--- config.mk ---
export PLATFORM = sky130hd
export DESIGN_NAME = cpu_sequencer
export DESIGN_NICKNAME = d
export VERILOG_FILES = /design/src/rtl/cpu_sequencer.sv
export SDC_FILE = /design/constraint.sdc
export NUM_CORES = 1
export LEC_CHECK = 0
export CORE_MARGIN = 1
export CORE_UTILIZATION = 51
export CTS_BUF_LIST = sky130_fd_sc_hd__clkbuf_16
export CTS_CLUSTER_DIAMETER = 200
export DETAILED_ROUTE_END_ITERATION = 10
export HOLD_SLACK_MARGIN = 0.08
export PLACE_DENSITY = 0.78
export SYNTH_ARGS = -nofsm -noshare
export SYNTH_HDL_FRONTEND = slang
export SYNTH_SLANG_ARGS = --single-unit
--- constraint.sdc ---
create_clock -name clk -period 2.7 [get_ports clk]
set_input_delay 0.405 -clock clk [delete_from_list [all_inputs] [get_ports clk]]
set_output_delay 0.405 -clock clk [all_outputs]
set_load 0.05 [all_outputs]
--- src/rtl/cpu_sequencer.sv ---
// cpu_sequencer: multi-cycle fetch/decode/execute/writeback control FSM with
// per-stage en/ready handshake, halt detection, retire counting and stage timeout.
module cpu_sequencer #(
   parameter logic [3:0] OP_HLT = 4'b1111,
   parameter int TIMEOUT = 8
) (
   input  logic        clk,
   input  logic        rst,
   input  logic        run,
   input  logic        step,
   output logic        fetch_en,
   input  logic        fetch_ready,
   output logic        decode_en,
   input  logic        decode_ready,
   input  logic [3:0]  op,
   output logic        exec_en,
   input  logic        exec_ready,
   output logic        wb_en,
   input  logic        wb_ready,
   output logic [2:0]  state,
   output logic        busy,
   output logic        halted,
   output logic        timeout_err,
   output logic [15:0] instr_count
);
   typedef enum logic [2:0] {
      IDLE = 3'd0, FETCH = 3'd1, DECODE = 3'd2, EXEC = 3'd3, WB = 3'd4, HALT = 3'd5, ERR = 3'd6
   } state_t;
   state_t cur, nxt;
   logic [TIMEOUT-1:0] cnt;
   logic [3:0] op_q;
   logic stage, fresh, rdy, hit, waiting, retire;
   assign state = cur;
   always_comb begin
      stage = cur inside {FETCH, DECODE, EXEC, WB};
      fresh = fetch_en | decode_en | exec_en | wb_en;
      rdy = cur == FETCH ? fetch_ready : cur == DECODE ? decode_ready :
            cur == EXEC ? exec_ready : cur == WB ? wb_ready : 1'b0;
      // ready in the en cycle itself is not trusted
      hit = stage && !fresh && rdy;
      waiting = stage && !fresh && !rdy;
      retire = hit && (cur == WB || (cur == EXEC && op_q == OP_HLT));
      nxt = cur;
      case (cur)
         IDLE:    nxt = (run | step) ? FETCH : IDLE;
         FETCH:   nxt = hit ? DECODE : FETCH;
         DECODE:  nxt = hit ? EXEC : DECODE;
         EXEC:    nxt = hit ? (op_q == OP_HLT ? HALT : WB) : EXEC;
         WB:      nxt = hit ? (run ? FETCH : IDLE) : WB;
         default: nxt = cur;
      endcase
      if (waiting && cnt == {{(TIMEOUT-1){1'b1}}, 1'b0}) nxt = ERR;
   end
   always_ff @(posedge clk) begin
      if (rst) begin
         cur         <= IDLE;
         fetch_en    <= 1'b0;
         decode_en   <= 1'b0;
         exec_en     <= 1'b0;
         wb_en       <= 1'b0;
         busy        <= 1'b0;
         halted      <= 1'b0;
         timeout_err <= 1'b0;
         instr_count <= '0;
         cnt         <= '0;
         op_q        <= '0;
      end else begin
         cur         <= nxt;
         fetch_en    <= nxt == FETCH && nxt != cur;
         decode_en   <= nxt == DECODE && nxt != cur;
         exec_en     <= nxt == EXEC && nxt != cur;
         wb_en       <= nxt == WB && nxt != cur;
         busy        <= nxt inside {FETCH, DECODE, EXEC, WB};
         halted      <= nxt == HALT;
         timeout_err <= nxt == ERR;
         instr_count <= instr_count + 16'(retire);
         cnt         <= nxt != cur ? '0 : waiting ? cnt + TIMEOUT'(1) : cnt;
         op_q        <= (cur == DECODE && hit) ? op : op_q;
      end
   end
endmodule
* After elaboration in Yosys (flattened, before gate mapping) *
Index checks and enable logic that the tools add are counted.

word-level totals
  output and inout bits = 26
  input bits = 12
  register bits = 38
  logic and storage cells = 61

cells by class
  bitwise operators = 4
  reductions and logical operators = 18
  equal/unequal tests = 13
  mux-type cells = 13
  add/subtract/negate cells = 2

operators by type and width
  kind                                                 number
  adder 16 x 1 -> 16 bit                               1
  case mux 3 bit (5 select lines)                      1
  equality test 3 x 2 -> 1 bit, second input constant  4
  equality test 3 bit, second input constant           4
  logical AND 1 bit                                    11
  two-way mux 3 bit                                    3
  adder 8 x 1 -> 8 bit, second input constant          1
  equality test 8 bit, second input constant           1
  two-way mux 1 bit                                    8
  nonzero test 4 bit                                   2
  equality test 3 x 1 -> 1 bit, second input constant  2
  equality test 4 bit, second input constant           1
  OR 1 bit                                             4
  zero test 3 bit                                      1
  != test 3 bit                                        1
  zero test 1 bit                                      2
  two-way mux 2 bit                                    1
  OR reduction 2 bit                                   1
  logical OR 1 bit                                     1

* Depth between registers and ports, before layout *
Gate-level depths: netlist (run 1).

  word-level depth = 11
  gate-level depth with buffers = 11

* Least setup slack after synthesis (run 1) *
Ideal clock, no wire load.

  path kind = register -> register
  start = register cur[2] (netlist: state[2])
  end = register instr_count[14]
  setup slack = -0.109 ns
  period minus slack after synthesis = 2.809 ns
  data required time = 2.572 ns
  cell stages (with the launch flop) = 12
  library setup time = 0.128 ns
  arrival = 2.681 ns
  path through = dfxtp_1 > buf_2 > or3b_2 > o21ai_0 > and3_1 > ha_1 > ha_1 > and2_0 > nand4_1 > nor3_1 > xnor2_1 > nor2_1

on the way
  longest elaborated chain between the ends = 8
  elaborated cells between the ends (all ways) = 15

ends and longest elaborated chain
  what                             RTL line    text
  start, declared                  29          state_t cur, nxt;
  start signal, assigned           68          cur <= nxt;
  equality test 3 bit              35, 38, 42
  two-way mux 1 bit (2 in series)  38          cur == EXEC ? exec_ready : cur == WB ? wb_ready : 1'b0;
  two-way mux 1 bit (2 in series)  37          rdy = cur == FETCH ? fetch_ready : cur == DECODE ? decode_ready :
  logical AND 1 bit                40          hit = stage && !fresh && rdy;
  logical AND 1 bit (*)            42          retire = hit && (cur == WB || (cur == EXEC && op_q == OP_HLT));
  adder 16 x 1 -> 16 bit (*)       76          instr_count <= instr_count + 16'(retire);
  end signal, assigned             76
  end, declared                    24          output logic [15:0] instr_count

Mark *: on every way between the ends. The rest lies on a longest branch, timed or not.
A chain may end at the register's enable or synchronous reset.

* Worst setup path in the final report (run 1) *
  start = input port exec_ready
  end = register instr_count[6]

on the way
  longest elaborated chain between the ends = 6

ends and longest elaborated chain
  what                             RTL line  text
  start, declared                  17        input logic exec_ready,
  two-way mux 1 bit                38
  two-way mux 1 bit (2 in series)  37
  logical AND 1 bit                40
  logical AND 1 bit                42
  adder 16 x 1 -> 16 bit           76

Every way passes these cells.

==> results of run 1 <==
[cells by family (layout without fill, tap and decap cells)]
family | Yosys count | in the layout | synth area share, %
AND/OR/NAND/NOR | 98 | 98 | 28.58
flip-flops | 38 | 38 | 39.76
AO/OA/AOI/OAI | 24 | 24 | 11.84
XOR/XNOR | 21 | 21 | 9.614
buffers and inverters | 16 | 65 | 4.186
multiplexers | 6 | 6 | 3.401
adder cells (fa/ha/maj) | 4 | 4 | 2.616
[through the flow]
stage	setup TNS, ns	utilization, %	instance area [um2]
2_1_floorplan	0	-	1914
3_5_place_dp	-0.4381	69.01	2394
5_1_grt	0	73.30	2542
3_3_place_gp	-0.2675	69.01	2394
4_1_cts	0	73.09	2535
6_report	0	73.30	2542
[critical path: cells and delay by family]
family | cells | cell delay [ns]
buf+inv | 2 | 0.59
simple gates | 4 | 0.54
fa+ha+maj | 2 | 0.40
compound gates | 1 | 0.33
mux | 1 | 0.28
xor+xnor | 1 | 0.15
[worst paths after layout]
kind,start,to,slack [ns]
setup / recovery,exec_ready,instr_count[6]$_SDFF_PP0_,0.16
hold / removal,op_q[2]$_SDFFE_PP0P_,op_q[2]$_SDFFE_PP0P_,0.49
setup reg to reg,state[0]$_SDFF_PP0_,instr_count[6]$_SDFF_PP0_,0.19
hold reg to reg,op_q[2]$_SDFFE_PP0P_,op_q[2]$_SDFFE_PP0P_,0.49
[registers in the layout, indices dropped and copies added (netlist names)]
signal       cells
instr_count     16
cnt              8
op_q             4
state            3
busy             1
decode_en        1
exec_en          1
fetch_en         1
halted           1
timeout_err      1
wb_en            1
[synthesized netlist by cell type (3+ instances only)]
cell,count,share of area (%)
and3_1,7,2.3
nor4_1,5,1.6
mux2i_1,5,2.6
inv_1,5,0.98
xnor2_1,9,4.1
nand2_1,8,1.6
nand3b_1,3,1.2
ha_1,4,2.6
nor3_1,6,1.6
nor2b_1,4,1.3
xor2_1,12,5.5
clkbuf_1,4,0.78
and4_1,3,1.4
dfxtp_1,38,40
nand4_1,10,3.3
buf_2,4,1.0
nor2_1,31,6.1
nand3_1,7,1.8
[layout make-up]
type	count	area (um2)
well taps	46	57.56
flip-flops and latches	38	763.2
fillers	277	925.9
multi-input cells	153	1079
clock buffers	5	125.1
clock inverters	3	16.27
inverters	5	18.77
repair buffers	52	483.0
[cells in the final DEF, fill, tap and decap left out, drive strengths merged, types with 2 or more instances in the layout]
master and instances:
a21bo 2, a21o 2, ha 4, and4 3, nand2 8, nand3 8
nand4 10, and3 7, nor3 6, nor4 6, dfxtp 38, nor2b 4
clkbuf 5, a211oi 2, nor2 32, clkdlybuf4s50 37, xor2 12, buf 15
mux2i 5, clkinv 2, nand3b 3, xnor2 9, nor4bb 2, inv 5
o21ai 2, and2 3, a31oi 3, a21boi 2
[power by group]
group / leakage, nW / switching, mW / internal, mW
clock: 0.0672 / 0.211 / 0.336
combinational: 0.587 / 0.184 / 0.140
sequential: 0.308 / 0.0233 / 0.580
total: 0.963 / 0.419 / 1.06
[routing by layer]
| layer | wire, um | track usage, % |
|---|---|---|
| met1 | 1962 | 26.70 |
| met2 | 1810 | 36.42 |
| met3 | 198 | 5.616 |
| met4 | 35 | 9.659 |
| met5 | 0 | 0 |
[what timing repair did]
action,CTS,global route
setup endpoints to repair,0,2
hold buffers,0,0
resized for setup,0,2
==> results.json, run 1 <==
{
  "rsz0062_at_grt": "false",
  "path_class": "in -> reg",
  "cap_violations": 0,
  "final-setup-viol-count": 0,
  "diodes": 0,
  "antenna_found_initial": 0,
  "worstMarginPinSlew_ns": 0.5080,
  "p_leak_nw": 0.9629,
  "htreeDepth": 2,
  "io_buffers": 37,
  "drc": 0,
  "grt_overflow": 0,
  "status": "finished, final reports clean",
  "holdWs_ns": 0.4913,
  "cts-root-buf": "clkbuf_16",
  "cp_max_fo": 4,
  "post-dp-hpwl_um": 2788,
  "finalHoldViolations": 0,
  "holdCritPathClass": "reg -> reg",
  "clkSinkCount": 38,
  "die_w_um": 63.25,
  "skew_ns": 0.006164,
  "firstDrtPassIters": 4,
  "min_period_ns": 2.537,
  "numPlacedInstances": 294,
  "cts_tree": "yes",
  "grt_use_total_pct": 21.99,
  "drv_slew": 0,
  "ant_nets": 0,
  "reg2reg_depth": 10,
  "post_cts_buffers": 0,
  "dr_total_vias": 1636,
  "fin_ws_ns": 0.1631,
  "syn-cell-area_um2": 1913,
  "cp_slowest_stage_delay_ns": 0.42,
  "path_clk_slew_ns": 0.05,
  "synth_edf_count": 0,
  "syn_avg_cell_area_um2": 9.242,
  "synth.net_count": 223,
  "drive_gt1_share_pct": 15.23,
  "fmax_mhz": 394.2,
  "start_util_pct": 55.16,
  "numCtsBuffers": 5,
  "grt_pass1_wl_um": 6893,
  "seq_area_frac_synth_pct": 39.76,
  "ys.flop_type": "dfxtp_1",
  "fin_cells": 302,
  "ioPinCount": 38,
  "cts_buffer_depth": 2,
  "die-area_um2": 4000,
  "synth_cells": 207,
  "crit_required_ns": 2.86,
  "critPathLaunchType": "input port",
  "gp_congestion": 0.8656,
  "coreArea_um2": 3468,
  "num-nets-final": 271,
  "slew_headroom_pct": 66.03,
  "ys_warn_count": 0,
  "grt_pass1_vias": 1577,
  "crit_chain": "clkdlybuf4s50_1 > mux2_4 > a211o_4 > and3_1 > ha_1 > ha_1 > and2_0 > buf_4 > nand4_1 > xor2_1 > nor2_1",
  "period_share_pct": 93.96,
  "ir_worst_vdd_v": 0.0004169,
  "whs_path_depth": 2,
  "clk-insertion-delay-late_ns": 0.28,
  "drt-total-wl_um": 4007,
  "wl_per_cell_um": 13.27,
  "synthArstFlopShare_pct": 0,
  "cp_common_cell": "ha_1",
  "area_growth_pct": 32.90,
  "yosysUniqueCellTypes": 52,
  "drtIter0Drc": 106,
  "die-height_um": 63.25,
  "grt_max_degree": 26,
  "yosys_register_bits": 38,
  "arrival_ns": 2.70,
  "vias_per_cell": 5.417,
  "cp-end-kind": "flop",
  "rows": 21,
  "p_per_area_nw_per_um2": 580.1,
  "cp_slowest_cell": "clkdlybuf4s50_1",
  "post-place-ws_ns": -0.1032,
  "power.total_mw": 1.475
}
Note: power is estimated with default switching activity, not from simulation.
==> run 2, diff against run 1 <==
--- a/config.mk
+++ b/config.mk
@@ -10,6 +10,7 @@
 export CTS_BUF_LIST = sky130_fd_sc_hd__clkbuf_16
 export CTS_CLUSTER_DIAMETER = 200
 export DETAILED_ROUTE_END_ITERATION = 10
+export GPL_ROUTABILITY_DRIVEN = 0
 export HOLD_SLACK_MARGIN = 0.08
 export PLACE_DENSITY = 0.78
 export SYNTH_ARGS = -nofsm -noshare
==> results of run 2 <==
Final layout, timing and power as in run 1 (identical DEF).
